`src/rtl/keypad_mult_pkg.sv`:
```
// Shared encodings for the keypad multiplier controller: FSM states and key codes.
package keypad_mult_pkg;

  typedef enum logic [1:0] {
    ENTER_A = 2'd0,
    ENTER_B = 2'd1,
    MULT    = 2'd2,
    DONE    = 2'd3
  } state_e;

  localparam logic [3:0] KEY_ENTER     = 4'hE;
  localparam logic [3:0] KEY_CLEAR     = 4'hF;
  localparam logic [3:0] KEY_DIGIT_MAX = 4'h9;

endpackage

```
`src/rtl/keypad_mult_ctrl_shift_add.sv`:
```
// Sequential shift-add multiplier: one multiplier bit per clock, done pulses in
// the OPW-th cycle after start with the finished product on p in that cycle.
module shift_add_mult
  import keypad_mult_pkg::*;
#(
  parameter int OPW = 8
) (
  input  logic             clk,
  input  logic             reset,
  input  logic             start,
  input  logic [OPW-1:0]   a,
  input  logic [OPW-1:0]   b,
  output logic             done,
  output logic [2*OPW-1:0] p
);

  localparam int PW = 2 * OPW;
  localparam int CW = $clog2(OPW + 1);

  logic          run_q;
  logic [CW-1:0] cnt_q;
  logic [PW-1:0] mcand_q;
  logic [OPW-1:0] mplier_q;
  logic [PW-1:0] acc_q;
  logic [PW-1:0] acc_d;

  // p exposes the accumulation of the current bit so the final sum is
  // available in the same cycle as done.
  assign acc_d = acc_q + (mplier_q[0] ? mcand_q : '0);
  assign done  = run_q && (cnt_q == CW'(1));
  assign p     = acc_d;

  always_ff @(posedge clk) begin
    if (reset) begin
      run_q <= 1'b0;
      cnt_q <= '0;
    end else if (start) begin
      run_q <= 1'b1;
      cnt_q <= CW'(OPW);
    end else if (run_q) begin
      cnt_q <= cnt_q - CW'(1);
      if (cnt_q == CW'(1)) run_q <= 1'b0;
    end
  end

  always_ff @(posedge clk) begin
    if (start) begin
      mcand_q  <= PW'(a);
      mplier_q <= b;
      acc_q    <= '0;
    end else if (run_q) begin
      acc_q    <= acc_d;
      mcand_q  <= mcand_q << 1;
      mplier_q <= mplier_q >> 1;
    end
  end

endmodule

```
`src/rtl/keypad_mult_ctrl.sv`:
```
// Keypad-driven decimal operand entry and multiply controller.
// KEYPAD_MULT_SEQ_EN selects the OPW-cycle shift-add engine; otherwise MULT is one cycle.
module keypad_mult_ctrl
  import keypad_mult_pkg::*;
#(
  parameter int OPW  = 8,
  parameter int MAXD = 3
) (
  input  logic             clk,
  input  logic             reset,
  input  logic             key_valid,
  input  logic [3:0]       key_code,
  output logic [OPW-1:0]   op_a,
  output logic [OPW-1:0]   op_b,
  output logic [2*OPW-1:0] product,
  output logic             prod_valid,
  output logic             busy,
  output logic [1:0]       state
);

  localparam int PW = 2 * OPW;
  localparam int EW = OPW + 4;
  localparam int DW = $clog2(MAXD + 1);

  state_e          state_q;
  logic [OPW-1:0]  op_a_q, op_b_q;
  logic [PW-1:0]   product_q;
  logic            prod_valid_q, busy_q;
  logic [DW-1:0]   digits_q;

  logic            is_digit;
  logic [OPW-1:0]  cur_op;
  logic [EW-1:0]   scaled_d;
  logic            digit_ok;
  logic            start_mult;

  assign is_digit = (key_code <= KEY_DIGIT_MAX);
  assign cur_op   = (state_q == ENTER_B) ? op_b_q : op_a_q;
  // Widened by 4 bits so op*10+d cannot wrap before the range test.
  assign scaled_d = EW'(cur_op) * EW'(10) + EW'(key_code);
  assign digit_ok = (digits_q < DW'(MAXD)) && (scaled_d[EW-1:OPW] == '0);
  assign start_mult = key_valid && (state_q == ENTER_B) && (key_code == KEY_ENTER);

`ifdef KEYPAD_MULT_SEQ_EN
  logic          mult_done;
  logic [PW-1:0] mult_p;

  shift_add_mult #(.OPW(OPW)) u_mult (
    .clk   (clk),
    .reset (reset),
    .start (start_mult),
    .a     (op_a_q),
    .b     (op_b_q),
    .done  (mult_done),
    .p     (mult_p)
  );
`endif

  always_ff @(posedge clk) begin
    if (reset) begin
      state_q      <= ENTER_A;
      op_a_q       <= '0;
      op_b_q       <= '0;
      product_q    <= '0;
      prod_valid_q <= 1'b0;
      busy_q       <= 1'b0;
      digits_q     <= '0;
    end else begin
      unique case (state_q)
        ENTER_A: if (key_valid) begin
          if (is_digit) begin
            if (digit_ok) begin
              op_a_q   <= scaled_d[OPW-1:0];
              digits_q <= digits_q + DW'(1);
            end
          end else if (key_code == KEY_ENTER) begin
            state_q  <= ENTER_B;
            digits_q <= '0;
          end else if (key_code == KEY_CLEAR) begin
            op_a_q   <= '0;
            op_b_q   <= '0;
            digits_q <= '0;
          end
        end
        ENTER_B: if (key_valid) begin
          if (is_digit) begin
            if (digit_ok) begin
              op_b_q   <= scaled_d[OPW-1:0];
              digits_q <= digits_q + DW'(1);
            end
          end else if (start_mult) begin
            state_q <= MULT;
            busy_q  <= 1'b1;
          end else if (key_code == KEY_CLEAR) begin
            state_q  <= ENTER_A;
            op_a_q   <= '0;
            op_b_q   <= '0;
            digits_q <= '0;
          end
        end
        // Keys are deliberately ignored here; product is written only once complete.
        MULT: begin
`ifdef KEYPAD_MULT_SEQ_EN
          if (mult_done) begin
            product_q    <= mult_p;
            state_q      <= DONE;
            busy_q       <= 1'b0;
            prod_valid_q <= 1'b1;
          end
`else
          product_q    <= PW'(op_a_q) * PW'(op_b_q);
          state_q      <= DONE;
          busy_q       <= 1'b0;
          prod_valid_q <= 1'b1;
`endif
        end
        DONE: if (key_valid) begin
          if (key_code == KEY_CLEAR) begin
            state_q      <= ENTER_A;
            op_a_q       <= '0;
            op_b_q       <= '0;
            product_q    <= '0;
            prod_valid_q <= 1'b0;
            digits_q     <= '0;
          end else if (is_digit) begin
            // Chained entry: the digit starts a fresh operand A.
            state_q      <= ENTER_A;
            op_a_q       <= OPW'(key_code);
            op_b_q       <= '0;
            product_q    <= '0;
            prod_valid_q <= 1'b0;
            digits_q     <= DW'(1);
          end
        end
      endcase
    end
  end

  assign op_a       = op_a_q;
  assign op_b       = op_b_q;
  assign product    = product_q;
  assign prod_valid = prod_valid_q;
  assign busy       = busy_q;
  assign state      = state_q;

endmodule

```
`config.mk`:
```
export PLATFORM = sky130hd
export DESIGN_NAME = keypad_mult_ctrl
export DESIGN_NICKNAME = d
export VERILOG_FILES = /design/src/rtl/keypad_mult_pkg.sv /design/src/rtl/keypad_mult_ctrl_shift_add.sv /design/src/rtl/keypad_mult_ctrl.sv
export SDC_FILE = /design/constraint.sdc
export NUM_CORES = 1
export LEC_CHECK = 0
export ABC_AREA = 1
export CORE_MARGIN = 2
export CORE_UTILIZATION = 40
export DETAILED_ROUTE_END_ITERATION = 10
export PLACE_DENSITY = 0.72
export SYNTH_ARGS = -nofsm -noshare
export SYNTH_HDL_FRONTEND = slang
export SYNTH_SLANG_ARGS = --single-unit
```
`constraint.sdc`:
```
create_clock -name clk -period 4.2 [get_ports clk]
set_input_delay 0.63 -clock clk [delete_from_list [all_inputs] [get_ports clk]]
set_output_delay 0.63 -clock clk [all_outputs]
set_load 0.05 [all_outputs]
```
==> results of run 1 <==
area by class of cell:
cell class	count	area, um2	share of cell area
Tap cell	147	183.9	0.03182
Clock buffer	8	188.9	0.03268
Timing Repair Buffer	72	649.4	0.1123
Sequential cell	38	803.3	0.1390
Multi-Input combinational cell	507	3445	0.5959
Inverter	136	510.5	0.08831
where the power goes:
part	switching (mW)	internal, mW	total [mW]	leakage, nW
registers	0.0497	0.393	0.443	0.317
clock network	0.144	0.308	0.452	0.0935
logic	0.553	0.326	0.878	2.53
total	0.747	1.03	1.77	2.94
flip-flops by register name, summed over array words and instances (netlist names), named ones only:
register    cells
prod_valid      1
state           1
op_b            8
product        16
digits_q        1
op_a            8
busy            1
per-stage QoR:
step	power (mW)	std cells	instance area (um2)	hold WS, ps	util
3_3_place_gp	1.281	892	5484	454.6	0.4623
5_1_grt	1.911	908	5781	482.8	0.4873
3_5_place_dp	1.288	892	5484	455.1	0.4623
6_report	1.774	908	5781	463.4	0.4873
2_1_floorplan	1.081	713	4885	473.6	-
4_1_cts	1.748	900	5673	464.6	0.4783
cell families (layout without fill, tap and decap cells):
logic type / count (synthesis) / after routing / share of synthesized area
buf+inv: 168 / 216 / 0.1356
fa+ha+maj: 88 / 88 / 0.2888
simple gates: 292 / 292 / 0.2604
xor+xnor: 4 / 4 / 0.007301
flops: 38 / 38 / 0.1585
compound gates: 123 / 123 / 0.1494
path summary, 6_finish.rpt:
path,from,endpoint
min,product[3]$_SDFFE_PP0P_,product[3]$_SDFFE_PP0P_
min reg2reg,product[3]$_SDFFE_PP0P_,product[3]$_SDFFE_PP0P_
max,op_a[1]$_SDFFE_PP0P_,product[13]$_SDFFE_PP0P_
max reg2reg,op_a[1]$_SDFFE_PP0P_,product[13]$_SDFFE_PP0P_
per-layer routing:
metal	up-vias	routed length [um]	track usage
li1	2351	-	-
met1	2161	5954	0.2784
met2	153	5409	0.3214
met3	20	712	0.02710
met4	0	199	0.05041
met5	-	0	0
critical path, stage by stage, from the launching register on:
cell and delay [ps]:
dfxtp_4 370, buf_6 150, nand2_1 80, fa_1 440, fa_1 490, fa_1 520, fa_1 550, inv_1 40
ha_1 320, inv_1 70, o21bai_1 190, a21o_1 200, a31oi_1 100, or2_2 280, nand3_1 70, a21oi_1 60
placed cells by master (no fill, tap or decap), types with 4 or more instances in the layout:
| cell | n |
|---|---|
| nand2_1 | 180 |
| inv_1 | 130 |
| a21oi_1 | 52 |
| ha_1 | 47 |
| nor2_1 | 44 |
| clkdlybuf4s50_1 | 42 |
| fa_1 | 38 |
| nand3_1 | 37 |
| o21ai_0 | 34 |
| buf_4 | 29 |
| dfxtp_1 | 24 |
| dfxtp_4 | 10 |
| nand2_2 | 8 |
| clkbuf_16 | 7 |
| nand4_1 | 6 |
| nor3_1 | 4 |
| a31oi_1 | 4 |
| a32oi_1 | 4 |
| a21o_1 | 4 |
| dfxtp_2 | 4 |
what timing repair did:
item / in CTS / in global routing
hold buffers: 0 / 0
setup buffers: 0 / 8
setup endpoints to repair: 0 / 6
resized for setup: 0 / 10
==> flow_summary.ini, run 1 <==
[status]
status = finished clean

[sta]
setup_slack_ps = 163.1
fmax_mhz = 247.7
drv_slew = 0
fin_crit_ps = 4037
grt_setup_unrepaired = no
max_slew_margin = 0.6029
hold_violations = 0
fin_crit_sh = 0.9612
setup_viol = 0
finalClockSkew_ps = 7.477
fin_setup_tns_ps = 0
tightest_slew_ps = 591.2

[cts]
clk_latency_ps = 280
cts_htree_levels = 2
cts_made_buffers = 5
clock_path_buffers = 2
root_buffer = clkbuf_16
cts.sinks = 38
path_clk_slew_ps = 60
cts_tree = built

[drt]
first_pass_iters = 5
avgRoutedWirePerCell_um = 13.52
drc = 0
num_vias = 4685
drt_iter0_markers = 274
wirelength_um = 12280
drt-vias-per-instance = 5.160
ant_nets = 0

[placement]
hpwl_um = 9675
place.gp.congestion = 0.8962
place_ws_ps = 100.1
port-buffer-count = 42

[global_route]
first_global_vias = 4518
grt_overflow = 0
grt_pass1_wl_um = 20980
grt_util_all_layers = 0.1975
antenna_found_initial = 0
grt_max_degree = 24

[critical_path]
critPathKind = flip-flop to flip-flop
crit_required_ps = 4360
crit_fanout = 9
critPathCaptureType = flip-flop
ff2ff_path_depth = 15
worstPathArrival_ps = 4200
start_kind = flip-flop
ff2ff_setup_slack_ps = 160

[pwr]
peakVddDrop_uv = 220.9
power.density_mw_per_mm2 = 306.9
leakage_nw = 2.940

[floorplanning]
die_h_um = 113.5
die_w_um = 113.5
num_rows = 40
io_pins = 43
start_util = 0.4046
design.die.area_mm2 = 0.01289
core_mm2 = 0.01186

[synthesis]
ys_warn_count = 0
yosysMostFrequentCell = nand2_1
async_flop_share = 0
ys.flop_type = dfxtp_1
ys_types = 44
synth_top_area_frac = 0.1585
syn_inst = 713
synthTopCellsByCount = nand2_1 (181), inv_1 (130), a21oi_1 (53)
syn_nets = 808
syn_avg_cell_area_um2 = 6.732
synth_top_cell_by_area = dfxtp_1
netlist_area_mm2 = 0.004800
ys_ff_latch = 38
synthTopCellsByArea = dfxtp_1 (16%), fa_1 (16%), nand2_1 (14%)
yosysSeqAreaShare = 0.1585
synth-edff-count = 0

[final_layout]
area_growth_pct = 20.44
drive_gt1_frac = 0.1091
nets = 855
antenna_cells = 0
fill_cells = 1193

[worst_hold_path]
hold_path_class = flip-flop to flip-flop
hold_depth = 2

[flow_run]
maxCapViolCount = 0
(Power assumes the default switching activity.)
==> run 2: changes to the inputs <==
CORE_MARGIN = unset   (was 2)
CORE_UTILIZATION = 35   (was 40)
PLACE_DENSITY = 0.66   (was 0.72)
==> run 2 against run 1 <==
Effect of this change:
- global-route usage shrank 0.52 points
- register-to-register slack hardly changed
- wire length up 5.5%
- largest cell class unchanged
- largest power group unchanged
- combinational power is 1% lower
==> flow_summary.ini, run 2 (synthesis results as in run 1) <==
[status]
status = finished clean

[final_layout]
final_common_cell = nand2_1
area_growth_pct = 20.67
multi_input_area_mm2 = 0.003446
mostFrequentLayoutCells = nand2_1 (181), inv_1 (130), a21oi_1 (50), ha_1 (47), nor2_1 (44)
drive_gt1_frac = 0.1082
nets = 852
seqCellArea_um2 = 803.3
final_core_util = 0.4356
antenna_cells = 0
largest_reg_flops = 16
stdcell_area_mm2 = 0.005792
fill_cells = 1391

[global_route]
grt_util_all_layers = 0.1923
first_global_vias = 4456
antenna_found_initial = 0
grt_max_degree = 24
grt_pass1_wl_um = 22020
grt_overflow = 0

[sta]
finalClockSkew_ps = 11.80
hold_violations = 0
fmax_mhz = 247.1
hold_ws_ps = 463.5
tightest_slew_ps = 566.5
drv_slew = 0
fin_crit_ps = 4046
max_slew_margin = 0.6194
setup_viol = 0
setup_slack_ps = 153.7
fin_crit_sh = 0.9634

[floorplanning]
io_pins = 43
design.die.area_mm2 = 0.01419
die_h_um = 119.1
start_util = 0.3610
num_rows = 42
die_w_um = 119.1
core_mm2 = 0.01330

[critical_path]
ff2ff_path_depth = 16
critPathCaptureType = flip-flop
start_kind = flip-flop
crit_fanout = 8
critPathKind = flip-flop to flip-flop
crit_required_ps = 4370
worstPathArrival_ps = 4210

[placement]
dpl-instance-area_mm2 = 0.005520
place.gp.congestion = 0.8831
port-buffer-count = 42
place_ws_ps = 90.90
hpwl_um = 10180

[drt]
ant_nets = 0
wirelength_um = 12950
drc = 0
avgRoutedWirePerCell_um = 13.87
drt_iter0_markers = 234
num_vias = 4661
drt-vias-per-instance = 4.990
first_pass_iters = 5

[pwr]
finalPower_mw = 1.785
leakage_nw = 2.923
power.density_mw_per_mm2 = 308.3
peakVddDrop_uv = 237.6

[cts]
path_clk_slew_ps = 60
cts_htree_levels = 2
cts_made_buffers = 5
cts_tree = built
cts.sinks = 38
clock_path_buffers = 2
clk_latency_ps = 280
root_buffer = clkbuf_16
hold_buffers = 0

[worst_hold_path]
hold_path_class = flip-flop to flip-flop
hold_depth = 2

[flow_run]
maxCapViolCount = 0
## run 2: final timing paths
check                                from                        to  slack (ps)
setup / recovery     op_a[2]$_SDFFE_PP0P_  product[13]$_SDFFE_PP0P_         150
hold / removal    product[2]$_SDFFE_PP0P_   product[2]$_SDFFE_PP0P_         460
setup reg to reg     op_a[2]$_SDFFE_PP0P_  product[13]$_SDFFE_PP0P_         150
hold reg to reg   product[2]$_SDFFE_PP0P_   product[2]$_SDFFE_PP0P_         460
## run 2: repair_timing
action | in CTS | in global routing
buffers inserted | 0 | 5
endpoints found under the setup margin | 0 | 5
resized for setup | 0 | 10
## run 2: layout make-up
cell class                 count  share of cell area
inverter                     136             0.08814
sequential                    38              0.1387
clock buffer                   6             0.02592
clock inverter                 2            0.006697
tap                          176             0.03802
timing repair buffer          69              0.1076
multi-input combinational    507              0.5949
## run 2: stage by stage
stage,TNS [ps],std cells
finish,0,934
global route,-58.50,934
CTS,0,929
detailed placement,0,921
global placement,0,921
floorplan,0,713
## run 2: routing by layer
layer	wire (um)	track usage	vias up
met5	0	0	-
met4	167	0.04430	0
met3	672	0.01724	13
met2	5720	0.3023	137
met1	6391	0.2826	2165
li1	-	-	2346
## run 2: worst max-delay path, stage by stage, from the launching register on
cell     delay [ps]
dfxtp_4         390
nand2_1          90
fa_1            540
inv_1            60
fa_1            530
inv_1            50
fa_1            490
fa_1            540
inv_1            60
ha_4            270
nand2_1          90
o21ai_2         160
a21o_1          140
a31oi_1         100
or2_2           280
nand3_1          70
a21oi_1          60
## run 2: report_power, final
group          switching (mW)  internal [mW]
clock network           0.156          0.317
logic                   0.550          0.317
registers              0.0516          0.393
total                   0.758           1.03
==> run 3: changes to the inputs <==
GPL_ROUTABILITY_DRIVEN = 1   (was unset)
GPL_TIMING_DRIVEN = 1   (was unset)
PLACE_DENSITY = 0.64   (was 0.66)
clock period = 5 ns   (was 4.2 ns; I/O delays follow)
==> run 3 against run 2 <==
Effect of this change:
- worst hold slack got worse by 2.5 ps
- utilization fell by 1.9 points
- fmax decreased by 9.6%
- combinational power decreased by 22%
- flip-flop and latch count stayed put
- setup slack gained 370 ps
- total power shrank 22%
- global-route usage fell by 0.88 points
- via count fell by 2.7%
- largest power group unchanged
- highest routed layer unchanged
==> flow_summary.ini, run 3 (synthesis results as in run 1) <==
[cts]
cts_tree = built
clock_path_buffers = 2
root_buffer = clkbuf_16
cts.sinks = 38
hold_buffers = 0
post_cts_buffers = 0
path_clk_slew_ps = 60
cts_resized = 0
cts_htree_levels = 2
clk_latency_ps = 290
cts_made_buffers = 5

[sta]
tightest_slew_ps = 909.3
fin_crit_sh = 0.8951
fin_crit_ps = 4475
max_slew_margin = 0.3919
hold_violations = 0
finalClockSkew_ps = 7.685
hold_ws_ps = 460.9
fmax_mhz = 223.4
grt_setup_unrepaired = no
setup_slack_ps = 524.7
drv_slew = 0
fin_setup_tns_ps = 0
setup_viol = 0

[final_layout]
final_common_cell = nand2_1
seqCellArea_um2 = 760.7
nets = 837
multi_input_area_mm2 = 0.003388
drive_gt1_frac = 0.05653
mostFrequentLayoutCells = nand2_1 (181), inv_1 (130), a21oi_1 (53), ha_1 (50), nor2_1 (46)
stdcell_area_mm2 = 0.005542
largest_reg_flops = 16
fill_cells = 1393
area_growth_pct = 15.46
antenna_cells = 0

[status]
status = finished clean

[drt]
first_pass_iters = 5
drt-vias-per-instance = 4.934
drc = 0
ant_nets = 0
avgRoutedWirePerCell_um = 13.18
drt_iter0_markers = 303
wirelength_um = 12110
num_vias = 4534

[worst_hold_path]
hold_path_class = flip-flop to flip-flop

[critical_path]
reg2reg_from = op_a[1]$_SDFFE_PP0P_
ff2ff_setup_slack_ps = 520
crit_required_ps = 5130
worstPathArrival_ps = 4610
crit_path_frequent_cell = fa_1
critPathKind = flip-flop to flip-flop
cpPeakStageDelay_ps = 570
critPathCaptureType = flip-flop
start_kind = flip-flop
cp-endpoint = product[13]$_SDFFE_PP0P_
slowest_stage = dfxtp_1
ff2ff_path_depth = 16
cp_cell_sequence = nand2_1 -> fa_1 -> inv_1 -> fa_1 -> inv_1 -> fa_1 -> inv_1 -> fa_1 -> ha_1 -> a21oi_1 -> o21ai_0 -> a21o_1 -> a31oi_1 -> or2_2 -> nand3_1 -> a21oi_1
reg2reg_to = product[13]$_SDFFE_PP0P_
crit_start = op_a[1]$_SDFFE_PP0P_
crit_fanout = 12

[pwr]
peakVddDrop_uv = 136.5
finalPower_mw = 1.390
leakage_nw = 2.820
power.density_mw_per_mm2 = 250.8

[floorplanning]
design.die.area_mm2 = 0.01419
die_w_um = 119.1
core_mm2 = 0.01330
start_util = 0.3610
io_pins = 43
die_h_um = 119.1
num_rows = 42

[global_route]
first_global_vias = 4278
grt_util_all_layers = 0.1835
use_met3 = 0.02490
grt_max_degree = 24
grt_overflow = 0
grt_pass1_wl_um = 20930
use_met2 = 0.3049
antenna_found_initial = 0
globalRoute.busiestLayer = met2
grt.met1_usage = 0.2490

[placement]
place_ws_ps = 517.1
place.gp.congestion = 0.8466
hpwl_um = 9417
dpl-instance-area_mm2 = 0.005390
port-buffer-count = 42

[flow_run]
maxCapViolCount = 0
run 3: cell count changes in the layout (fill, tap and decap cells not counted), sizes merged:
cell      change
buf          -15
clkinvlp      +1
bufinv        -1
run 3: layer usage:
metal  vias to the layer above  wire (um)
met5                         -          0
met2                       114       5789
met4                         0        160
li1                       2316          -
met1                      2091       5603
met3                        13        557
run 3: power breakdown:
part	leakage [nW]	internal, mW	switching [mW]	total, mW
registers	0.309	0.325	0.0513	0.376
logic	2.44	0.242	0.437	0.680
clock network	0.0729	0.198	0.136	0.334
run 3: area by class of cell:
class	count	share of cell area
Inverter	136	0.09212
Timing Repair Buffer	54	0.09212
Tap cell	176	0.03974
Multi-Input combinational cell	507	0.6114
Clock inverter	2	0.002258
Sequential cell	38	0.1373
Clock buffer	6	0.02506
run 3: how the worst min path moves through the flow:
stage                                  startpoint                 endpoint  slack, ps  cells past startpoint
after global routing      product[8]$_SDFFE_PP0P_  product[8]$_SDFFE_PP0P_        480                      2
after global placement    product[0]$_SDFFE_PP0P_  product[0]$_SDFFE_PP0P_        450                      2
after detailed placement  product[4]$_SDFFE_PP0P_  product[4]$_SDFFE_PP0P_        460                      2
after CTS                 product[2]$_SDFFE_PP0P_  product[2]$_SDFFE_PP0P_        460                      2
final                     product[4]$_SDFFE_PP0P_  product[4]$_SDFFE_PP0P_        460                      2
after floorplan                         flip-flop                flip-flop        470                      2
run 3: critical path: cells and delay by family, from the launching register on:
family	cells	cell delay, ps
adders and majority gates	5	2470
AOI/OAI and AO/OA	5	620
DFF	1	570
and+or+nand+nor	3	490
buffers and inverters	3	170
run 3: metrics by stage:
stage          std cells  utilization
6_report             919       0.4168
3_3_place_gp         911       0.4054
2_1_floorplan        713            -
4_1_cts              919       0.4168
5_1_grt              919       0.4168
3_5_place_dp         911       0.4054
